[config.mk]
export PLATFORM = sky130hd
export DESIGN_NAME = reg_file_scoreboard
export DESIGN_NICKNAME = d
export VERILOG_FILES = /design/src/rtl/rv_pkg.sv /design/src/rtl/reg_file_scoreboard_sb.sv /design/src/rtl/reg_file_scoreboard.sv
export SDC_FILE = /design/constraint.sdc
export NUM_CORES = 2
export LEC_CHECK = 0
export CORE_ASPECT_RATIO = 1.1
export CORE_MARGIN = 4
export CORE_UTILIZATION = 27
export DETAILED_ROUTE_END_ITERATION = 12
export GPL_TIMING_DRIVEN = 0
export RECOVER_POWER = 50
export SYNTH_ARGS = -nofsm -noshare
export SYNTH_HDL_FRONTEND = slang
export SYNTH_HIERARCHICAL = 1
export SYNTH_SLANG_ARGS = --single-unit
[constraint.sdc]
create_clock -name i_clk -period 138.3 [get_ports i_clk]
set_input_delay 34.575 -clock i_clk [delete_from_list [all_inputs] [get_ports i_clk]]
set_output_delay 34.575 -clock i_clk [all_outputs]
set_load 0.05 [all_outputs]
[src/rtl/rv_pkg.sv]
// Shared widths and types for the RV64 integer register file and its scoreboard.
package rv_pkg;
  localparam int XLEN      = 64;
  localparam int NREGS     = 32;
  localparam int REG_IDX_W = $clog2(NREGS);

  typedef logic [REG_IDX_W-1:0] reg_idx_t;
  typedef logic [XLEN-1:0]      xlen_t;

  localparam reg_idx_t REG_ZERO = 5'd0;
endpackage

[src/rtl/reg_file_scoreboard_sb.sv]
// Pending-write scoreboard: one busy bit per register plus the decode RAW-hazard compare.
module reg_file_scoreboard_sb
  import rv_pkg::*;
(
  input  logic             i_clk,
  input  logic             i_rst,
  input  logic             i_set,
  input  reg_idx_t         i_set_idx,
  input  logic             i_clr,
  input  reg_idx_t         i_clr_idx,
  input  reg_idx_t         i_rs1_index,
  input  reg_idx_t         i_rs2_index,
  output logic             o_hazard,
  output logic [NREGS-1:0] o_busy
);

  logic [NREGS-1:0] busy_q, busy_d;

  // Clear first so a same-index set from the younger issuing instruction wins.
  always_comb begin
    busy_d = busy_q;
    if (i_clr && (i_clr_idx != REG_ZERO)) busy_d[i_clr_idx] = 1'b0;
    if (i_set && (i_set_idx != REG_ZERO)) busy_d[i_set_idx] = 1'b1;
  end

  always_ff @(posedge i_clk or posedge i_rst) begin
    if (i_rst) busy_q <= '0;
    else       busy_q <= busy_d;
  end

  // Uses the current busy vector: a retiring write still stalls this cycle.
  assign o_hazard = (busy_q[i_rs1_index] && (i_rs1_index != REG_ZERO)) ||
                    (busy_q[i_rs2_index] && (i_rs2_index != REG_ZERO));
  assign o_busy   = busy_q;

endmodule

[src/rtl/reg_file_scoreboard.sv]
// RV64 integer register file: two registered read ports with write-first bypass and a busy scoreboard.
module reg_file_scoreboard
  import rv_pkg::*;
(
  input  logic             i_clk,
  input  logic             i_rst,
  input  logic             i_rd_we,
  input  logic [4:0]       i_rd_index,
  input  logic [XLEN-1:0]  i_rd_data,
  input  logic             i_stall,
  input  logic [4:0]       i_rs1_index,
  input  logic [4:0]       i_rs2_index,
  input  logic             i_issue,
  input  logic [4:0]       i_issue_rd,
  output logic [XLEN-1:0]  o_rs1_data,
  output logic [XLEN-1:0]  o_rs2_data,
  output logic             o_hazard,
  output logic [NREGS-1:0] o_busy
);

  xlen_t regs_q [NREGS];
  xlen_t regs_d [NREGS];
  xlen_t rs1_q, rs1_d, rs2_q, rs2_d;
  logic  wr_en;

  assign wr_en = i_rd_we && (i_rd_index != REG_ZERO);

  always_comb begin
    for (int i = 0; i < NREGS; i++) regs_d[i] = regs_q[i];
    if (wr_en) regs_d[i_rd_index] = i_rd_data;
  end

  // Operand capture: x0 forced to zero, then write-back bypass, then array.
  always_comb begin
    rs1_d = rs1_q;
    rs2_d = rs2_q;
    if (!i_stall) begin
      if (i_rs1_index == REG_ZERO)                 rs1_d = '0;
      else if (wr_en && i_rd_index == i_rs1_index) rs1_d = i_rd_data;
      else                                         rs1_d = regs_q[i_rs1_index];
      if (i_rs2_index == REG_ZERO)                 rs2_d = '0;
      else if (wr_en && i_rd_index == i_rs2_index) rs2_d = i_rd_data;
      else                                         rs2_d = regs_q[i_rs2_index];
    end
  end

  always_ff @(posedge i_clk or posedge i_rst) begin
    if (i_rst) begin
      for (int i = 0; i < NREGS; i++) regs_q[i] <= '0;
      rs1_q <= '0;
      rs2_q <= '0;
    end else begin
      for (int i = 0; i < NREGS; i++) regs_q[i] <= regs_d[i];
      rs1_q <= rs1_d;
      rs2_q <= rs2_d;
    end
  end

  assign o_rs1_data = rs1_q;
  assign o_rs2_data = rs2_q;

  reg_file_scoreboard_sb u_sb (
    .i_clk       (i_clk),
    .i_rst       (i_rst),
    .i_set       (i_issue),
    .i_set_idx   (i_issue_rd),
    .i_clr       (i_rd_we),
    .i_clr_idx   (i_rd_index),
    .i_rs1_index (i_rs1_index),
    .i_rs2_index (i_rs2_index),
    .o_hazard    (o_hazard),
    .o_busy      (o_busy)
  );

endmodule

==> metrics.md <==
| Metric | Value |
|---|---|
| Status | `finished with violations` |
| Failing checks | `max-capacitance violations, max-slew violations` |
| Layout cell share with drive strength beyond 1 | `between 40% and 50%` |
| Initial DRT Pass Iterations | `6` |
| Required @ worst endpoint | `between 100000 and 150000 ps` |
| CTS H-tree depth | `4` |
| Slew of the pin with the lowest slew margin | `between 7000 and 8000 ps` |
| Clock Path Buffers | `4` |
| Clk_lat worst skew | `a little over 900 ps` |
| Final core utilization | `around a third` |
| Fin nets | `8090` |
| Initial Util | `roughly 27%` |
| Final setup margin | `approximately 66000 ps` |
| Setup bufs post-CTS | `0` |
| Post-route ant nets | `0` |
| HPWL Detailed | `around 330 mm` |
| GP Congestion | `0.886` |
| FMAX | `between 10 and 15 MHz` |
| Syn Nets | `approximately 7.6k` |
| Crit path time final | `between 70000 and 80000 ps` |
| Avg WL per Cell | `about 33 µm` |
| Post-synthesis sequential area ratio | `between 40% and 50%` |
| Max-slew violation count | `~1.2k` |
| CTS Buf Count | `approximately 240` |
| Die width | `~630 µm` |
| GRT Overall Usage | `20.1%` |
| First-pass GRT wire length | `634 mm` |
| DR iter-0 viols | `~7.5k` |
| Worst VDD drop | `approximately 0.000011 V` |
| Worst EP arrival | `37390 ps` |
| Mapped Cells | `7482` |
| Grt total ovfl | `0` |
| Post-cts sizing count | `0` |
| Crit Path Category | `input port to output pin` |
| Setup tns final | `0 ps` |
| Row count | `250` |
| P_leak | `around 55 nW` |
| Mapped Area | `114000 µm²` |
| Post-synth EDFFs | `0` |
| I/O pin cnt | `between 200 and 300` |
| Port Buf Inserts | `around 250` |
| Synth unique cells | `between 50 and 60` |
| Top_reg_cell synth | `dfrtp_1` |
| Antenna violations before repair | `63` |
| Worst min path class | `flip-flop to flip-flop` |
| Die Ht | `slightly below 700 µm` |
| DR vias | `roughly 78k` |
| Layout area overhead | `15.8%` |
| Critical Path Fanout Max | `9` |
| Clk root buf | `clkbuf_16` |
| Core box area | `about 420000 µm²` |
| Yosys warnings | `6` |
| Setup violations, final | `0` |
| Max-Slew Margin vs Limit | `-374%` |
| Worst Skew | `about 55 ps` |
| RSZ-0062 raised after global routing | `false` |
| Via density | `5.67` |
| Pwr/cell area | `approximately 15 nW/µm²` |
| Commonest non-fill, non-tap cell in the layout | `dfrtp_1` |
| Drt drc | `0` |
| Clock transition at the registers of the reported paths | `~60 ps` |
| #FFs+latches synth | `2208` |
| Final hold vios | `0` |
| Hold_buf cts | `0` |
| Clock sink count | `2208` |
| Vias in the first global route | `about 80k` |
| Fin crit share | `a little over half` |
| CP Capture Type | `output pin` |
| Dpl cell area | `125000 µm²` |
| Die area | `~430000 µm²` |
| Synth async-reset ratio | `between 90% and 100%` |
| Largest net degree at the start of global routing | `136` |
| Final WL | `~450 mm` |
| Max cap viols | `31` |
| Dpl ws | `between 60000 and 70000 ps` |
| Critical Path Start Type | `input port` |
| Post-route cell area | `between 100000 and 150000 µm²` |
| CTS tree | `yes` |
| Commonest cells after routing, fill and taps aside | `2208 x dfrtp_1, 2044 x mux2_2, 1002 x mux4_2, 639 x clkbuf_1, 239 x clkbuf_16` |
| Mean Syn Cell Area | `15.3 µm²` |
-- synth_stat cells (3+ instances only) --
master     count  area (µm²)
a2111oi_0      8        70.1
xnor2_1        9        78.8
buf_1         28         105
a22oi_1       66         495
buf_6         20         225
a221o_1       64         641
o21ai_0      123         616
nand4b_1       4        35.0
mux2_2      2047       23100
a211oi_1     188        1410
mux2i_1       21         210
inv_1          5        18.8
buf_4         23         173
a21oi_1        4        20.0
o31ai_1       67         503
nor2_2         4        25.0
nor3b_2        3        37.5
nand3b_1      15         113
clkbuf_1     506        1900
buf_2        295        1480
or3_1          4        25.0
mux4_1         6         158
o221ai_1      60         526
mux4_2      1002       22600
mux2_1        52         586
nor2b_1      199        1240
nand3_1       13        65.1
nand2_1       33         124
nand4_1        3        18.8
nand2b_1      10        62.6
dfrtp_1     2208       55300
o22a_1        61         534
nor2_1        87         327
nor3_1         7        35.0
a31oi_1        3        18.8
nor3b_1        3        22.5
o22ai_1      142         888
or3b_2         4        35.0
nor4_1        62         388
-- final timing paths --
path	from	endpoint	slack, ps	depth (start not counted)
max	i_rs2_index[1]	o_hazard	66330	8
min	u_sb/o_busy[0]	u_sb/o_busy[0]	450	1
max reg2reg	regs_q[1091]	o_rs1_data[3]	135880	5
min reg2reg	u_sb/o_busy[0]	u_sb/o_busy[0]	450	1
max in group asynchronous	i_rst	regs_q[665]	84150	6
min in group asynchronous	i_rst	u_sb/o_busy[28]	34080	2
-- state kept, by name, indices dropped and copies added, names as in the netlist --
name / count
u_sb/o_busy: 32
regs_q: 2048
o_rs2_data: 64
o_rs1_data: 64
-- layout make-up --
| type | count | area, µm² |
|---|---|---|
| antenna | 78 | 195 |
| buffer | 872 | 3800 |
| clock buffer | 341 | 6860 |
| clock inverter | 90 | 1230 |
| fill | 41299 | 289000 |
| inverter | 5 | 20.0 |
| multi-input combinational | 4397 | 55100 |
| sequential | 2208 | 55300 |
| tap | 5544 | 6940 |
| timing repair buffer | 280 | 2920 |
-- metal layers --
layer	up-vias	track usage [%]	share of wire, %
met4	36	12.2	6.5
met3	1219	5.44	8.5
met5	-	0.308	0.094
li1	30341	-	-
met2	4028	32.7	48
met1	42666	23.8	37
-- worst max-delay path, stage by stage --
cell and delay (ps):
clkdlybuf4s50_1 730, buf_6 210, mux4_1 550, mux2i_1 170, nor3b_1 80, nor3_2 200
nand4b_1 140, clkdlybuf4s50_1 730
-- cell families (layout without fill, tap and decap cells) --
kind of cell,after synthesis,in the layout,synth area share [%]
other,0,78,0
AO/OA/AOI/OAI,797,797,5.10
flip-flops,2208,2208,48.3
buffers and inverters,877,1588,3.41
XOR/XNOR,10,10,0.0766
AND/OR/NAND/NOR,462,462,2.34
multiplexers,3128,3128,40.7
-- where the power goes --
group	internal (mW)	switching, mW	leakage, nW
registers	0.767	0.0942	28.3
clock network	0.394	0.283	3.99
logic	0.225	0.195	22.6
-- stage by stage --
stage	power (mW)	instances	hold slack, ps
after CTS	1.96	13734	460
after detailed placement	1.29	13303	446
after global placement	1.27	13271	441
after global routing	2.02	13770	488
final	1.96	13815	454
after floorplan	1.15	7482	441
Power figures use the tool's default switching activity.
